$ cat config.mk
export PLATFORM = sky130hd
export DESIGN_NAME = orb_desc_scheduler
export DESIGN_NICKNAME = d
export VERILOG_FILES = /design/src/rtl/orb_pkg.sv /design/src/rtl/orb_sync_fifo.sv /design/src/rtl/orb_desc_scheduler.sv
export SDC_FILE = /design/constraint.sdc
export NUM_CORES = 1
export LEC_CHECK = 0
export ABC_AREA = 1
export BUFFER_PORTS_ARGS = -buffer_cell sky130_fd_sc_hd__buf_4
export CORE_MARGIN = 5
export CORE_UTILIZATION = 46
export DETAILED_ROUTE_END_ITERATION = 8
export GPL_TIMING_DRIVEN = 0
export PLACE_DENSITY = 0.72
export SLEW_MARGIN = 20
export SYNTH_ARGS = -nofsm -noshare
export SYNTH_HDL_FRONTEND = slang
export SYNTH_HIERARCHICAL = 1
export SYNTH_SLANG_ARGS = --single-unit
export TNS_END_PERCENT = 100
$ cat constraint.sdc
create_clock -name clk -period 17.1 [get_ports clk]
set_input_delay 3.42 -clock clk [delete_from_list [all_inputs] [get_ports clk]]
set_output_delay 3.42 -clock clk [all_outputs]
set_load 0.05 [all_outputs]
$ cat src/rtl/orb_pkg.sv
// Shared constants, FSM state encoding and keypoint tag type for the ORB descriptor scheduler.
package orb_pkg;

  localparam int unsigned ORB_DESC_BITS = 256;
  localparam int unsigned ORB_COORD_W   = 11;

  typedef enum logic [1:0] {
    RUN   = 2'd0,
    DRAIN = 2'd1,
    DONE  = 2'd2
  } orb_state_e;

  typedef struct packed {
    logic [ORB_COORD_W-1:0] x;
    logic [ORB_COORD_W-1:0] y;
  } kp_tag_t;

endpackage

$ cat src/rtl/orb_sync_fifo.sv
// Synchronous FIFO with extra-bit wrap pointers and occupancy count.
// The head output reads 0 when the FIFO is empty so reset clears all data outputs.
module orb_sync_fifo #(
  parameter int unsigned WIDTH = 8,
  parameter int unsigned DEPTH = 4
) (
  input  logic                   clk,
  input  logic                   rst_n,
  input  logic                   push_i,
  input  logic [WIDTH-1:0]       push_data_i,
  input  logic                   pop_i,
  output logic [WIDTH-1:0]       pop_data_o,
  output logic [$clog2(DEPTH):0] count_o
);

  localparam int unsigned AW = $clog2(DEPTH);

  logic [AW:0]      wr_ptr_q, wr_ptr_d;
  logic [AW:0]      rd_ptr_q, rd_ptr_d;
  logic [WIDTH-1:0] mem_q [DEPTH];
  logic             empty, full, do_push, do_pop;

  assign empty   = (wr_ptr_q == rd_ptr_q);
  assign full    = (wr_ptr_q[AW-1:0] == rd_ptr_q[AW-1:0]) && (wr_ptr_q[AW] != rd_ptr_q[AW]);
  // A pop frees the slot in the same cycle, so push at full is legal alongside a pop.
  assign do_pop  = pop_i & ~empty;
  assign do_push = push_i & (~full | do_pop);

  always_comb begin
    wr_ptr_d = wr_ptr_q;
    rd_ptr_d = rd_ptr_q;
    if (do_push) wr_ptr_d = wr_ptr_q + (AW+1)'(1);
    if (do_pop)  rd_ptr_d = rd_ptr_q + (AW+1)'(1);
  end

  always_ff @(posedge clk or negedge rst_n) begin
    if (!rst_n) begin
      wr_ptr_q <= '0;
      rd_ptr_q <= '0;
    end else begin
      wr_ptr_q <= wr_ptr_d;
      rd_ptr_q <= rd_ptr_d;
    end
  end

  always_ff @(posedge clk) begin
    if (do_push) mem_q[wr_ptr_q[AW-1:0]] <= push_data_i;
  end

  assign count_o    = wr_ptr_q - rd_ptr_q;
  assign pop_data_o = empty ? '0 : mem_q[rd_ptr_q[AW-1:0]];

endmodule

$ cat src/rtl/orb_desc_scheduler.sv
// ORB keypoint scheduler: credit-gated corner admission, in-order coordinate tagging, descriptor output FIFO.
// Define ORB_SCHED_STATS_EN to enable the saturating drop/accept statistics counters.
module orb_desc_scheduler
  import orb_pkg::*;
#(
  parameter int unsigned DESC_BITS    = ORB_DESC_BITS,
  parameter int unsigned COORD_W      = ORB_COORD_W,
  parameter int unsigned MAX_INFLIGHT = 4,
  parameter int unsigned OUT_DEPTH    = 4,
  parameter int unsigned CNT_W        = 16
) (
  input  logic                 clk,
  input  logic                 rst,
  input  logic                 ena,
  input  logic                 isCorner,
  input  logic [COORD_W-1:0]   corner_x,
  input  logic [COORD_W-1:0]   corner_y,
  input  logic                 gen_valid,
  input  logic [DESC_BITS-1:0] gen_desc,
  input  logic                 flush,
  input  logic                 out_ready,
  output logic                 accept,
  output logic                 out_valid,
  output logic [DESC_BITS-1:0] out_desc,
  output logic [COORD_W-1:0]   out_x,
  output logic [COORD_W-1:0]   out_y,
  output logic                 busy,
  output logic                 flush_done,
  output logic                 err,
  output logic [CNT_W-1:0]     drop_cnt,
  output logic [CNT_W-1:0]     accept_cnt
);

  localparam int unsigned IW = $clog2(MAX_INFLIGHT) + 1;
  localparam int unsigned OW = $clog2(OUT_DEPTH) + 1;
  localparam int unsigned SW = OW + 1;

  typedef struct packed {
    logic [COORD_W-1:0] x;
    logic [COORD_W-1:0] y;
  } tag_t;

  typedef struct packed {
    logic [DESC_BITS-1:0] desc;
    tag_t                 tag;
  } out_entry_t;

  orb_state_e state_q, state_d;
  logic [IW-1:0] inflight;
  logic [OW-1:0] out_cnt;
  tag_t          tag_in, tag_head;
  out_entry_t    out_in, out_head;
  logic          credit_ok, gen_hit, orphan, out_pop;
  logic          err_q, flush_done_q;

  // Reserve an output slot for every keypoint in flight so returning descriptors never overflow.
  assign credit_ok = (inflight < IW'(MAX_INFLIGHT)) &&
                     ((SW'(inflight) + SW'(out_cnt)) < SW'(OUT_DEPTH));
  assign accept    = rst & isCorner & ena & credit_ok & (state_q == RUN);
  assign gen_hit   = gen_valid & ena & (inflight != '0);
  assign orphan    = gen_valid & ena & (inflight == '0);
  assign out_valid = (out_cnt != '0);
  assign out_pop   = out_valid & out_ready;

  assign tag_in = '{x: corner_x, y: corner_y};
  assign out_in = '{desc: gen_desc, tag: tag_head};

  orb_sync_fifo #(
    .WIDTH ($bits(tag_t)),
    .DEPTH (MAX_INFLIGHT)
  ) u_tag_fifo (
    .clk         (clk),
    .rst_n       (rst),
    .push_i      (accept),
    .push_data_i (tag_in),
    .pop_i       (gen_hit),
    .pop_data_o  (tag_head),
    .count_o     (inflight)
  );

  orb_sync_fifo #(
    .WIDTH ($bits(out_entry_t)),
    .DEPTH (OUT_DEPTH)
  ) u_out_fifo (
    .clk         (clk),
    .rst_n       (rst),
    .push_i      (gen_hit),
    .push_data_i (out_in),
    .pop_i       (out_pop),
    .pop_data_o  (out_head),
    .count_o     (out_cnt)
  );

  always_comb begin
    state_d = state_q;
    unique case (state_q)
      RUN:     if (flush) state_d = DRAIN;
      DRAIN:   if ((inflight == '0) && (out_cnt == '0)) state_d = DONE;
      DONE:    state_d = RUN;
      default: state_d = RUN;
    endcase
  end

  always_ff @(posedge clk or negedge rst) begin
    if (!rst) begin
      state_q      <= RUN;
      flush_done_q <= 1'b0;
      err_q        <= 1'b0;
    end else begin
      state_q      <= state_d;
      flush_done_q <= (state_d == DONE);
      if (orphan) err_q <= 1'b1;
    end
  end

  assign out_desc   = out_head.desc;
  assign out_x      = out_head.tag.x;
  assign out_y      = out_head.tag.y;
  assign busy       = (inflight != '0) || (out_cnt != '0);
  assign flush_done = flush_done_q;
  assign err        = err_q;

`ifdef ORB_SCHED_STATS_EN
  logic [CNT_W-1:0] drop_q, acc_q;
  logic             drop_ev;

  assign drop_ev = isCorner & ena & ~accept;

  // Saturating event counters.
  always_ff @(posedge clk or negedge rst) begin
    if (!rst) begin
      drop_q <= '0;
      acc_q  <= '0;
    end else begin
      if (drop_ev && (drop_q != '1)) drop_q <= drop_q + CNT_W'(1);
      if (accept && (acc_q != '1))   acc_q  <= acc_q + CNT_W'(1);
    end
  end

  assign drop_cnt   = drop_q;
  assign accept_cnt = acc_q;
`else
  assign drop_cnt   = '0;
  assign accept_cnt = '0;
`endif

endmodule
==> flow_metrics.tcl <==
set metrics [dict create \
    status "finished clean" \
    synth_commonest_cells "nand2_1 (1,244), nor2_1 (1,218), edfxtp_1 (1,200)" \
    fin_crit_ns 7.796 \
    whs_path_depth 2 \
    clkLatencyLatePin_ns 0.71 \
    finalNetCount 6005 \
    nFillCells 8955 \
    fmax_ghz 0.1283 \
    whs_endpoint "err" \
    synth_area_leaders "edfxtp_1 (69%), nand2_1 (9.0%), nor2_1 (8.8%), inv_1 (4.6%), a21oi_1 (2.1%)" \
    yosys_warnings 6 \
    syn2layout_area_growth_pct 22.64 \
    io_pins 600 \
    post_cts_resized 0 \
    slew_headroom_pct 49.60 \
    seq_area_mm2 0.03643 \
    r2r_end "u_out_fifo/mem_q[3][129]" \
    placed_area_mm2 0.05972 \
    crit_path_start_kind "input pin" \
    busiest_layer "met2" \
    critical_path_arrival_ns 4.38 \
    cts_hold_buf 0 \
    cts_buffers 120 \
    critical_path_class "in -> out" \
    io_buffers 567 \
    synth_area_mm2 0.05209 \
    cts.clk_slew.worst_paths_ns 0.06 \
    yosysMostFrequentCell "nand2_1" \
    grt_pass1_wl_mm 210.4 \
    end_kind "output pin" \
    drive_gt1_share_pct 19.71 \
    use_met1_pct 30.19 \
    clock-sinks 1216 \
    ys_types 26 \
    postSynthCellCount 4924 \
    tns_ns 0 \
    root_buffer "clkbuf_16" \
    fp.dieW_um 346.5 \
    finalClockSkew_ns 0.02518 \
    postRouteAntennaNets 0 \
    cts_max_path_buffers 3 \
    drt_wl_total_mm 143.9 \
    hold_viol 0 \
    rsz0062_at_grt "false" \
    use_met2_pct 38.26 \
    synthArstFlopShare_pct 1.316 \
    drt_iter0_drc 3329 \
    globalRouteOverflowTotal 0 \
    vias_per_cell 4.935 \
    synth_area_per_cell_um2 10.58 \
    drc 0 \
    min_from "err" \
    ys_seq_area_share_pct 69.94 \
    r2r_setup_slack_ns 12.61 \
    multi_input_area_mm2 0.01166 \
    grt_max_degree 24 \
    synth_edf_count 1200 \
    routedWlPerCell_um 19.63 \
    ctsHtreeMaxLevel 3 \
    initial_utilization_pct 46.31 \
    use_met3_pct 4.313 \
    first_pass_iters 8 \
    postCtsSetupBuffers 0 \
    maxSlewViolCount 0 \
    fin_crit_sh_pct 45.59 \
    cp_max_fo 17 \
    antenna_found_initial 26 \
    cp.required_ns 13.68 \
    cts_tree "built" \
    grt_pass1_vias 34220 \
    setup_viol 0 \
    design_area_mm2 0.06389 \
    coreArea_mm2 0.1125 \
    gp_congestion 0.8477 \
    synth_top_area_share_pct 69.17 \
    post-dp-hpwl_mm 98.49 \
    drv_cap 0 \
    synth_top_cell_by_area "edfxtp_1" \
    ys_seq_elements 1216 \
    synthFlopType "edfxtp_1" \
    holdCritPathClass "reg -> reg" \
    vias 36160 \
    rr_worst_depth 15 \
    place_ws_ns 9.290 \
    worst_slack_ns 9.304 \
    fp.dieH_um 346.5 \
    worst_r2r_startpoint "u_tag_fifo/wr_ptr_q[0]" \
    tightest_slew_ns 0.7560 \
    fin_util_pct 56.79 \
    grt_use_total_pct 23.07 \
    die_area_mm2 0.1201 \
    row_count 123 \
]
layout by cell type, fill, tap and decap left out, drive strengths merged:
| cell type | n |
|---|---|
| dfrtp | 16 |
| inv | 643 |
| ha | 16 |
| edfxtp | 1200 |
| nand2 | 1246 |
| bufinv | 21 |
| clkinvlp | 4 |
| fa | 2 |
| clkbuf | 160 |
| nand4 | 2 |
| conb | 32 |
| nand3b | 2 |
| nand3 | 14 |
| diode | 22 |
| buf | 872 |
| xor2 | 6 |
| nor2 | 1220 |
| clkinv | 49 |
| a21oi | 300 |
worst max-delay path by stage:
stage,from,end,slack (ns),cells past startpoint
final,rst,accept,9.30,4
after floorplan,gen_valid,u_out_fifo/mem_q[0][0],0.62,4
after detailed placement,rst,accept,9.29,4
after CTS,rst,accept,9.30,4
after global routing,rst,accept,9.23,4
after global placement,ena,u_out_fifo/mem_q[1][99],-9.63,5
through the flow:
stage / cells / hold WS [ns]
after global placement: 7022 / 0.4492
final: 7327 / 0.5027
after floorplan: 4955 / 0.4952
after CTS: 7305 / 0.5023
after global routing: 7324 / 0.5437
after detailed placement: 7080 / 0.4828
cells by family (layout without fill, tap and decap cells):
group | count (synthesis) | count (layout) | share of synthesized area, %
XOR/XNOR | 6 | 6 | 0.1009
AND/OR/NAND/NOR | 2484 | 2484 | 18.01
AO/OA/AOI/OAI | 300 | 300 | 3.459
flip-flops | 1216 | 1216 | 69.94
other | 1 | 54 | 0.007198
buffers and inverters | 899 | 1749 | 8.024
adder cells (fa/ha/maj) | 18 | 18 | 0.4611
layout make-up:
| cell class | count | share of cell area [%] |
|---|---|---|
| Buffer | 263 | 2.799 |
| Sequential cell | 1216 | 57.03 |
| Clock inverter | 81 | 1.535 |
| Tap cell | 1500 | 2.938 |
| Clock buffer | 144 | 4.908 |
| Inverter | 636 | 3.745 |
| Multi-Input combinational cell | 2840 | 18.24 |
| Timing Repair Buffer | 625 | 8.715 |
| Antenna cell | 22 | 0.08617 |
registers in the layout, indices dropped and copies added, names as in the netlist:
register / flops
u_out_fifo/mem_q: 1112
u_tag_fifo/mem_q: 88
u_out_fifo/rd_ptr_q: 3
u_out_fifo/wr_ptr_q: 3
u_tag_fifo/rd_ptr_q: 3
u_tag_fifo/wr_ptr_q: 3
state_q: 2
err: 1
flush_done: 1
worst max-delay path, stage by stage:
cell	delay (ns)
buf_4	0.24
nand4_1	0.12
nor2_1	0.32
buf_4	0.27
layer usage:
layer / vias to the layer above / wire [um]
li1: 17160 / -
met1: 17160 / 56190
met2: 1583 / 70270
met3: 253 / 12130
met4: 6 / 5227
met5: - / 41
Power is left out: the tool's default activity adds up to more than one toggle a clock period on the data nets, which glitch-free logic cannot reach.
